`config.mk`:
```
export PLATFORM = sky130hd
export DESIGN_NAME = bus_master_if
export DESIGN_NICKNAME = d
export VERILOG_FILES = /design/src/rtl/bus_master_if.sv
export SDC_FILE = /design/constraint.sdc
export NUM_CORES = 1
export LEC_CHECK = 0
export ABC_AREA = 1
export BUFFER_PORTS_ARGS = -buffer_cell sky130_fd_sc_hd__buf_2
export CAP_MARGIN = 20
export CELL_PAD_IN_SITES_DETAIL_PLACEMENT = 0
export CELL_PAD_IN_SITES_GLOBAL_PLACEMENT = 1
export CORE_MARGIN = 2
export CORE_UTILIZATION = 34
export DETAILED_ROUTE_END_ITERATION = 7
export PLACE_DENSITY = 0.95
export SLEW_MARGIN = 20
export SYNTH_ARGS = -nofsm -noshare
export SYNTH_HDL_FRONTEND = slang
export SYNTH_SLANG_ARGS = --single-unit
```
`constraint.sdc`:
```
create_clock -name clk -period 2.13 [get_ports clk]
set_input_delay 0 -clock clk [delete_from_list [all_inputs] [get_ports clk]]
set_output_delay 0 -clock clk [all_outputs]
set_load 0.1 [all_outputs]
```
`src/rtl/bus_master_if.sv`:
```
// Per-master shared-bus interface: request/grant, one-cycle address strobe, completion on slave ready.
// Optional local scratchpad bypass is enabled by defining BUS_MASTER_IF_SPM_EN.
module bus_master_if #(
    parameter int          ADDR_W  = 30,
    parameter int          DATA_W  = 32,
    parameter logic [2:0]  SPM_SEL = 3'd1
) (
    input  logic              clk,
    input  logic              reset,
    input  logic              stall,
    input  logic              flush,
    output logic              busy,
    input  logic [ADDR_W-1:0] addr,
    input  logic              as_,
    input  logic              rw,
    input  logic [DATA_W-1:0] wr_data,
    output logic [DATA_W-1:0] rd_data,
    output logic              bus_req_,
    input  logic              bus_grnt_,
    output logic [ADDR_W-1:0] bus_addr,
    output logic              bus_as_,
    output logic              bus_rw,
    output logic [DATA_W-1:0] bus_wr_data,
    input  logic [DATA_W-1:0] bus_rd_data,
    input  logic              bus_rdy_
`ifdef BUS_MASTER_IF_SPM_EN
    ,
    output logic [ADDR_W-1:0] spm_addr,
    output logic              spm_as_,
    output logic              spm_rw,
    output logic [DATA_W-1:0] spm_wr_data,
    input  logic [DATA_W-1:0] spm_rd_data
`endif
);

    typedef enum logic [1:0] {
        IDLE   = 2'd0,
        REQ    = 2'd1,
        ACCESS = 2'd2,
        STALL  = 2'd3
    } state_t;

`ifdef BUS_MASTER_IF_SPM_EN
    localparam bit SPM_EN = 1'b1;
`else
    localparam bit SPM_EN = 1'b0;
`endif

    state_t            state;
    state_t            state_next;
    logic              req_q;
    logic              as_q;
    logic [DATA_W-1:0] rd_buf;
    logic              spm_hit;
    logic              valid_acc;

    assign spm_hit   = SPM_EN && (addr[ADDR_W-1:ADDR_W-3] == SPM_SEL);
    assign valid_acc = !as_ && !flush && !spm_hit;

    // Request and strobe drop the moment reset rises so the arbiter is never left holding a grant.
    assign bus_req_ = req_q | reset;
    assign bus_as_  = as_q | reset;

    always_ff @(posedge clk) begin
        if (reset) begin
            state       <= IDLE;
            req_q       <= 1'b1;
            as_q        <= 1'b1;
            bus_rw      <= 1'b1;
            bus_addr    <= '0;
            bus_wr_data <= '0;
            rd_buf      <= '0;
        end else begin
            state <= state_next;
            case (state)
                IDLE: begin
                    if (valid_acc) begin
                        bus_addr    <= addr;
                        bus_rw      <= rw;
                        bus_wr_data <= wr_data;
                        req_q       <= 1'b0;
                    end
                end
                REQ: begin
                    if (!bus_grnt_) as_q <= 1'b0;
                end
                ACCESS: begin
                    as_q <= 1'b1;
                    if (!bus_rdy_) begin
                        req_q       <= 1'b1;
                        bus_addr    <= '0;
                        bus_wr_data <= '0;
                        bus_rw      <= 1'b1;
                        rd_buf      <= bus_rd_data;
                    end
                end
                default: ;
            endcase
        end
    end

    always_comb begin
        state_next = state;
        busy       = 1'b0;
        rd_data    = '0;
        case (state)
            IDLE: begin
                if (valid_acc) begin
                    state_next = REQ;
                    busy       = 1'b1;
                end
`ifdef BUS_MASTER_IF_SPM_EN
                if (spm_hit) rd_data = spm_rd_data;
`endif
            end
            REQ: begin
                busy = 1'b1;
                if (!bus_grnt_) state_next = ACCESS;
            end
            ACCESS: begin
                busy = 1'b1;
                if (!bus_rdy_) begin
                    busy       = 1'b0;
                    rd_data    = bus_rd_data;
                    state_next = stall ? STALL : IDLE;
                end
            end
            STALL: begin
                rd_data = rd_buf;
                if (!stall) state_next = IDLE;
            end
            default: state_next = IDLE;
        endcase
        if (reset) begin
            busy    = 1'b0;
            rd_data = '0;
        end
    end

`ifdef BUS_MASTER_IF_SPM_EN
    assign spm_addr    = addr;
    assign spm_rw      = rw;
    assign spm_wr_data = wr_data;
    assign spm_as_     = !((state == IDLE) && !as_ && !flush && spm_hit && !reset);
`endif

endmodule

```
==> out/qor.yml, run 1 <==
reg2regPathDepth: 6
clkLatencyLatePin_ns: 0.34
hpwl_microns: 7837
tightest_slew_ns: 0.6217
syn_area_per_cell_sq_um: 7.059
relSlewSlack: 0.5855
finalHoldViolCount: 0
worstHoldPathType: "in -> reg"
rows: 40
syn_area_sq_um: 4193
cp_top_family: "buffers and inverters"
period_share: 0.9065
core_area_sq_um: 12010
post_cts_buffers: 0
max_freq_mhz: 517.9
cts_tree: "done"
synth-adder-area-share: 0
critPathBufInv: 5
synth.distinct_cells: 20
antenna_found_initial: 2
grt_max_degree: 64
routed_wirelength_microns: 12840
slowest_stage: "dfxtp_1"
wire_per_inst_microns: 12.91
critical_path_class: "reg -> out"
yosys_register_bits: 99
layout.cells.non_filler: 995
antenna_left: 0
required_ns: 2.13
path_cells: "inv_1 -> nor2_4 -> inv_1 -> buf_4 -> nor2_1 -> inv_1 -> a21oi_2 -> buf_12"
grt_pass1_wl_microns: 20030
ir_drop_mv: 0.5902
cts_sinks: 99
tns_ns: 0
finalInstanceArea_sq_um: 6770
first_global_vias: 4130
period_needed_ns: 1.931
synth_mux_area_frac: 0
drv_cap: 0
globalRouteOverflowTotal: 0
rrSetupSlack_ns: 0.46
synth_top_cell_area_share: 0.4727
top_level_ports: 200
hold_ws_ns: 0.02051
final_util: 0.5636
numCtsBuffers: 9
synth_cells: 594
crit_cells: 8
vias_per_cell: 4.597
async_reset_ff_frac: 0
rsz0062_at_grt: "false"
status: "finished, final reports clean"
setup_viol: 0
dieWidth_microns: 115.1
p_leak_nw: 3.091
drc: 0
layout_common_cells: "buf_2, nand2_1, inv_1"
cts_root_buf: "clkbuf_16"
power_mw: 6.649
synth_compound_gate_area_share: 0.1570
nets: 943
fillCellCount: 1076
skew_ns: 0.007132
drv_slew: 0
arrival_ns: 1.93
drt_iter0_drc: 297
clk_path_buf_depth: 2
start_util: 0.3491
worstReg2RegStart: "state[0]"
yosys_warnings: 0
seq_area_frac_synth: 0.4727
final_layout_size_suffix_gt1_frac: 0.3109
yosysTopAreaCell: "dfxtp_1"
area_growth_pct: 61.47
port_buffers: 199
grt_usage: 0.1887
gp_congestion: 0.7700
rr_endpoint: "bus_addr[12]"
layout_commonest_cell: "buf_2"
die_y_microns: 115.1
cp_max_fo: 33
placed_cell_area_sq_um: 5824
dp_cells: 911
synth_edf_count: 0
cp-end-kind: "primary output"
startpoint_type: "flip-flop"
synth_xor_area_frac: 0
synthSimpleGateAreaFrac: 0.2253
firstDrtPassIters: 4
synth.area.top_cells: "dfxtp_1, nand2_1, inv_1"
cp-endpoint: "rd_data[16]"
syn_nets: 696
yosys_most_used_dff: "dfxtp_1"
crit_path_frequent_cell: "inv_1"
crit_path_start: "state[1]"
place_ws_ns: 0.2928
synth_top_family_by_area: "simple AND/OR/NAND/NOR gates"
htreeDepth: 3
path_clk_slew_ns: 0.07
worst_slack_ns: 0.1991
power_density_nw_per_um2: 982.0
num_vias: 4574
slowest_delay_ns: 0.43
die-area_sq_um: 13240
-- where the power goes --
| part | total (mW) | switching, mW | internal, mW |
|---|---|---|---|
| sequential | 2.22 | 0.135 | 2.08 |
| combinational | 2.90 | 2.22 | 0.674 |
| clock | 1.53 | 0.727 | 0.803 |
| total | 6.65 | 3.09 | 3.56 |
-- logic make-up (layout without fill, tap and decap cells) --
kind of cell	Yosys count	after routing
AND/OR/NAND/NOR	223	223
other	0	2
AO/OA/AOI/OAI	131	131
flip-flops	99	99
buffers and inverters	141	393
-- area by class of cell --
type	count	area, sq um	area share
Antenna cell	2	5.005	0.0007392
Clock buffer	10	229.0	0.03382
Clock inverter	6	48.80	0.007208
Inverter	103	389.1	0.05748
Multi-Input combinational cell	354	1728	0.2552
Sequential cell	99	1982	0.2927
Tap cell	147	183.9	0.02717
Timing Repair Buffer	274	2205	0.3256
-- routing by layer --
metal / wire length, microns / up-vias / track usage
li1: - / 2356 / -
met1: 5797 / 2020 / 0.2443
met2: 5820 / 184 / 0.2976
met3: 1052 / 14 / 0.06431
met4: 174 / 0 / 0.05944
met5: 0 / - / 0
-- registers in the layout (all words and copies together), names as in the netlist --
signal and cells:
bus_wr_data 32, as_q 1, req_q 1, rd_buf 32
state 2, bus_addr 30, bus_rw 1
-- cells in the mapped netlist, types with 2 or more instances --
library cell    n
buf_2           8
nand2_1       110
or2_2           2
buf_6           9
nand3_1        71
o21ai_1         4
dfxtp_1        99
nand2_2         2
o21ai_0        60
nor2_1         36
clkbuf_1       19
inv_1         101
a21oi_1        66
-- timing repair --
action,CTS,global route
resized for setup,0,2
setup endpoints to repair,0,1
hold buffers,66,0
hold endpoints to repair,65,0
-- worst reg2reg max path, cell delays in order, from the launching register on --
cell	delay, ns
dfxtp_1	0.46
nor2_1	0.09
nand2_1	0.10
nand2_2	0.08
inv_4	0.43
nand3_1	0.27
o21ai_0	0.15
-- worst min-delay path by stage --
stage,slack (ns),cells after the start,start,end
after floorplan,0.14,2,wr_data[13],bus_wr_data[13]
after global placement,0.24,3,wr_data[13],bus_wr_data[13]
after detailed placement,0.25,3,wr_data[14],bus_wr_data[14]
after CTS,0.009,5,bus_rd_data[4],rd_buf[4]
after global routing,0.03,5,bus_rd_data[11],rd_buf[11]
final,0.02,5,bus_rd_data[7],rd_buf[7]
(Power assumes the default switching activity.)
==> run 2, diff against run 1 <==
Settings changed: BUFFER_PORTS_ARGS -buffer_cell sky130_fd_sc_hd__buf_2 to not set, CORE_UTILIZATION 34 to 39, DONT_BUFFER_PORTS set to 1, PLACE_DENSITY 0.95 to 0.82.
==> run 2 against run 1 <==
Sequential share of layout area down 0.98 points. Die area down 12%. Setup slack better by 0.041 ns. Register-to-register slack worse by 0.21 ns. Count of clock-buffer cells in the layout up 1. Fmax up 2.2%. Cell count down 4.9%. Critical endpoint is now rd_data[13]. Largest power group unchanged.
==> out/qor.yml, run 2 (synthesis gave the netlist of run 1 again) <==
period_share: 0.8875  # -0.01909
fillCellCount: 824  # -23%
first_global_vias: 4678  # +13%
final_util: 0.6758  # +0.1121
worstHoldPathType: "in -> reg"
ir_drop_mv: 0.6706  # +14%
rows: 37  # -7.5%
clkLatencyLatePin_ns: 0.36  # +0.02 ns
setup_viol: 0  # unchanged
firstDrtPassIters: 4  # unchanged
vias_per_cell: 4.863  # +5.8%
p_leak_nw: 3.025  # -2.1%
p_int_mw: 3.488  # -2.1%
relSlewSlack: 0.5995  # +0.01392
whs_path_depth: 6  # +1
sequentialPowerShare: 0.336  # +0.002
grt_max_degree: 64  # unchanged
antenna_left: 0  # unchanged
top_regs: "bus_wr_data: 32 flops, rd_buf: 32 flops, bus_addr: 30 flops"
power_switching_mw: 3.040  # -1.5%
cp_max_fo: 33  # unchanged
routed_wirelength_microns: 13690  # +6.6%
netSwitchingFraction: 0.4657  # +0.001530
critical_path_class: "reg -> out"
cts_tree: "done"
cts_sinks: 99  # unchanged
numCtsBuffers: 9  # unchanged
grt_pass1_wl_microns: 21800  # +8.8%
dieWidth_microns: 107.7  # -6.4%
die-area_sq_um: 11600  # -12%
cts_root_buf: "clkbuf_8"
clkPwrFrac: 0.190  # -0.040
diodes: 0  # -2
max_freq_mhz: 529.0  # +2.2%
path_clk_slew_ns: 0.09  # +0.02 ns
rsz0062_at_grt: "false"
arrival_ns: 1.89  # -0.04 ns
startpoint_type: "flip-flop"
htreeDepth: 3  # unchanged
drv_slew: 0  # unchanged
hpwl_microns: 7854  # +0.22%
num_vias: 4600  # +0.57%
drv_cap: 0  # unchanged
finalHoldViolCount: 0  # unchanged
port_buffers: 0  # -100%
globalRouteOverflowTotal: 0  # unchanged
reg2regPathDepth: 8  # +2
p_comb_frac: 0.474  # +0.038
cp-end-kind: "primary output"
tns_ns: 0  # unchanged
status: "finished, final reports clean"
nets: 907  # -3.8%
layout_common_cells: "dlygate4sd3_1, nand2_1, inv_1"
skew_ns: 0.01060  # +0.003467 ns
wire_per_inst_microns: 14.47  # +12%
layout_commonest_cell: "dlygate4sd3_1"
clk_path_buf_depth: 2  # unchanged
gp_congestion: 0.7712  # +0.16%
top_level_ports: 200  # unchanged
required_ns: 2.13  # about the same
power_density_nw_per_um2: 931.4  # -5.2%
drc: 0  # unchanged
drt_iter0_drc: 234  # -21%
final_layout_size_suffix_gt1_frac: 0.1975  # -0.1133
core_area_sq_um: 10370  # -14%
start_util: 0.4043  # +0.05526
grt_usage: 0.2358  # +0.04713
area_growth_pct: 67.14
period_needed_ns: 1.890  # -0.04067 ns
die_y_microns: 107.7  # -6.4%
antenna_found_initial: 0  # -2
tightest_slew_ns: 0.6008  # -0.02088 ns
-- run 2: cell types whose count changed in the layout (fill, tap and decap cells not counted), moves of 2 or more --
cell	before	now
clkbuf_16	9	0
clkbuf_8	0	10
buf_4	9	71
dlygate4sd3_1	66	134
diode_2	2	0
buf_2	167	0
-- run 2: worst paths after layout --
check            from     endpoint  slack, ns
min reg2reg      as_q         as_q       0.48
max          state[1]  rd_data[13]       0.24
max reg2reg  state[1]   rd_buf[13]       0.25
min             flush     state[1]       0.06
-- run 2: routing by layer --
| metal | wire, microns | share of wire | GRT usage |
|---|---|---|---|
| met5 | 0 | 0 | 0 |
| met4 | 429 | 0.031 | 0.1035 |
| met3 | 1026 | 0.075 | 0.07143 |
| met2 | 7039 | 0.51 | 0.4371 |
| met1 | 5194 | 0.38 | 0.2425 |
-- run 2: worst max-delay path, cell delays in order, from the launching register on --
cell and delay (ns):
dfxtp_2 0.39, inv_1 0.11, nor2_4 0.12, inv_1 0.05, buf_4 0.24, nor2_1 0.16
inv_1 0.09, a21oi_2 0.18, buf_12 0.19
-- run 2: layout make-up --
cell class / instances / area (sq um) / area share
well taps: 136 / 170.2 / 0.02428
clock buffers: 11 / 141.4 / 0.02018
multi-input cells: 354 / 1728 / 0.2466
repair buffers: 238 / 2535 / 0.3617
clock inverters: 5 / 61.31 / 0.008748
inverters: 103 / 389.1 / 0.05553
flip-flops and latches: 99 / 1983 / 0.2830
-- run 2: power by group through the flow --
stage,combinational (mW),clock [mW],sequential [mW]
finish,3.09,1.24,2.19
global route,3.27,1.35,2.22
CTS,3.07,1.26,2.19
detailed placement,2.79,0,2.23
global placement,2.76,0,2.22
floorplan,1.27,0,3.24
-- run 2: metrics by stage --
stage                     total power, mW  setup slack, ns  hold slack, ns  instance area [sq um]  instances
final                               6.527           0.2397         0.06277                   7008        946
after global routing                6.832          0.08633         0.08882                   7008        946
after CTS                           6.525           0.1572         0.04677                   7004        946
after detailed placement            5.022           0.1823         0.08219                   5440        795
after global placement              4.973           0.2993         0.08017                   5440        795
after floorplan                     4.510           0.2400          0.1383                   4313        594
-- run 2: timing repair --
item                       CTS  global route
setup endpoints to repair    0            27
setup buffers                0             0
resized for setup            0             3
hold buffers               135             0
hold endpoints to repair    99             0
==> run 3, diff against run 2 <==
==> constraint.sdc (replaced) <==
create_clock -name clk -period 2.13 [get_ports clk]
set_input_delay 0 -clock clk [delete_from_list [all_inputs] [get_ports clk]]
set_output_delay 0 -clock clk [all_outputs]
set_load 0.01 [all_outputs]
==> run 3 against run 2 <==
Wire length down 10%. Sequential power up 6%. Register-to-register slack better by 0.14 ns. Final area down 22%.
==> out/qor.yml, run 3 (synthesis gave the netlist of run 1 again) <==
cp_max_fo: 17  # -48%
layout.cells.non_filler: 821  # -13%
num_vias: 4093  # -11%
status: "finished, final reports clean"
diodes: 0  # unchanged
antenna_left: 0  # unchanged
hold_end: "state[1]"
path_clk_slew_ns: 0.09  # about the same
grt_usage: 0.2006  # -0.03526
routed_wirelength_microns: 12260  # -10%
rsz0062_at_grt: "false"
slowest_delay_ns: 0.44  # +0.05 ns
p_comb_frac: 0.261  # -0.213
top_regs: "bus_wr_data: 32 flops, rd_buf: 32 flops, bus_addr: 30 flops"
die-area_sq_um: 11600  # unchanged
relSlewSlack: 0.5985  # -0.0009540
nets: 782  # -14%
drv_cap: 0  # unchanged
clkPwrFrac: 0.241  # +0.051
cts_sinks: 99  # unchanged
sequentialPowerShare: 0.498  # +0.162
clkLatencyLatePin_ns: 0.37  # about the same
drv_slew: 0  # unchanged
startpoint_type: "flip-flop"
clk_path_buf_depth: 2  # unchanged
arrival_ns: 1.92  # +0.03 ns
vias_per_cell: 4.985  # +2.5%
hp-start: "bus_rdy_"
worstHoldPathType: "in -> reg"
finalHoldViolCount: 0  # unchanged
start_util: 0.4043  # unchanged
htreeDepth: 3  # unchanged
port_buffers: 0  # unchanged
rrSetupSlack_ns: 0.39  # +0.14 ns
cp-end-kind: "primary output"
p_leak_nw: 2.216  # -27%
critPathBufInv: 4  # -1
cts_tree: "done"
period_share: 0.9011  # +0.01363
power_switching_mw: 1.672  # -45%
ir_drop_mv: 0.4944  # -26%
first_global_vias: 3816  # -18%
hpwl_microns: 7008  # -11%
layout_commonest_cell: "nand2_1"
rr_endpoint: "bus_rw"
required_ns: 2.13  # about the same
final_layout_size_suffix_gt1_frac: 0.04964  # -0.1479
dp_cells: 697  # -12%
drt_iter0_drc: 317  # +35%
path_cells: "inv_1 -> nor2_4 -> clkinvlp_4 -> buf_12 -> nor2_1 -> inv_1 -> a21oi_1"
crit_path_frequent_cell: "inv_1"
die_y_microns: 107.7  # unchanged
top_level_ports: 200  # unchanged
reg2regPathDepth: 7  # -1
grt_pass1_wl_microns: 18320  # -16%
antenna_found_initial: 0  # unchanged
tightest_slew_ns: 0.6023  # +0.001431 ns
period_needed_ns: 1.919  # +0.02903 ns
core_area_sq_um: 10370  # unchanged
crit_path_start: "state[1]"
tns_ns: 0  # unchanged
drc: 0  # unchanged
crit_cells: 7  # -1
slowest_stage: "dfxtp_1"
dieWidth_microns: 107.7  # unchanged
rows: 37  # unchanged
cp_top_family: "buffers and inverters"
setup_viol: 0  # unchanged
critical_path_class: "reg -> out"
cts_root_buf: "clkbuf_8"
area_growth_pct: 30.59
max_freq_mhz: 521.0  # -1.5%
globalRouteOverflowTotal: 0  # unchanged
worstReg2RegStart: "state[1]"
wire_per_inst_microns: 14.94  # +3.2%
gp_congestion: 0.7901  # +2.5%
grt_max_degree: 64  # unchanged
skew_ns: 0.006350  # -0.004249 ns
numCtsBuffers: 9  # unchanged
whs_path_depth: 4  # -2
netSwitchingFraction: 0.3580  # -0.1077
power_density_nw_per_um2: 853.1  # -8.4%
firstDrtPassIters: 5  # +1
p_int_mw: 2.999  # -14%
layout_common_cells: "nand2_1, dlygate4sd3_1, inv_1, dfxtp_1, nand3_1"
==> run 3: cell count changes in the layout (fill, tap and decap cells not counted) <==
cell	before	now
bufinv_16	1	0
clkinv_4	0	1
dlygate4sd3_1	134	103
a21oi_1	34	66
inv_1	100	99
clkinv_2	0	1
buf_4	71	6
a21oi_2	32	0
clkinvlp_4	3	4
dfxtp_1	98	99
buf_12	33	3
dfxtp_2	1	0
==> run 3: area by class of cell <==
type / count / area (sq um)
fill: 966 / 4895
sequential: 99 / 1982
multi-input combinational: 354 / 1608
timing repair buffer: 112 / 1136
inverter: 103 / 392.9
tap: 136 / 170.2
clock buffer: 11 / 141.4
clock inverter: 5 / 37.54
timing repair inverter: 1 / 7.507
==> run 3: worst max-delay path by stage <==
| stage | endpoint |
|---|---|
| 6_report | rd_data[24] |
| 5_1_grt | rd_data[24] |
| 4_1_cts | rd_data[31] |
| 3_5_place_dp | bus_wr_data[18] |
| 3_3_place_gp | bus_wr_data[17] |
| 2_1_floorplan | bus_addr[0] |
==> run 3: per-layer routing <==
metal	track usage	up-vias	wire, microns
met1	0.2235	1877	4909
met5	0	-	0
met4	0.08791	0	279
met2	0.3486	165	6107
met3	0.06416	23	967
li1	-	2028	-
==> run 3: tightest hold or removal path: cells and delay by family <==
family,cells,cell delay (ns)
AND/OR/NAND/NOR,4,0.36
==> run 3: per-stage QoR <==
stage / total power, mW / hold WS [ns] / util / setup WS (ns) / area (sq um)
final: 4.671 / 0.02846 / 0.5280 / 0.2107 / 5475
after global routing: 4.962 / 0.05090 / 0.5280 / 0.05634 / 5475
after CTS: 4.614 / 0.007012 / 0.5233 / -0.03824 / 5426
after detailed placement: 3.298 / 0.05274 / 0.4047 / 0.2017 / 4197
after global placement: 3.256 / 0.05385 / 0.4047 / 0.3073 / 4197
after floorplan: 3.195 / 0.1135 / - / 0.9090 / 4193
==> run 3: power by group through the flow <==
stage,Clock [mW],Sequential [mW],Combinational (mW)
floorplan,0,2.31,0.885
global placement,0,2.36,0.900
detailed placement,0,2.36,0.936
CTS,1.17,2.32,1.12
global route,1.25,2.35,1.36
finish,1.12,2.33,1.22
==> run 3: repair_timing <==
action / CTS / global route
hold buffers: 104 / 0
pin swaps: 0 / 0
resized for setup: 0 / 4
endpoints found under the setup margin: 4 / 57
endpoints found under the hold margin: 99 / 0
cloned: 0 / 1
buffers inserted: 0 / 3
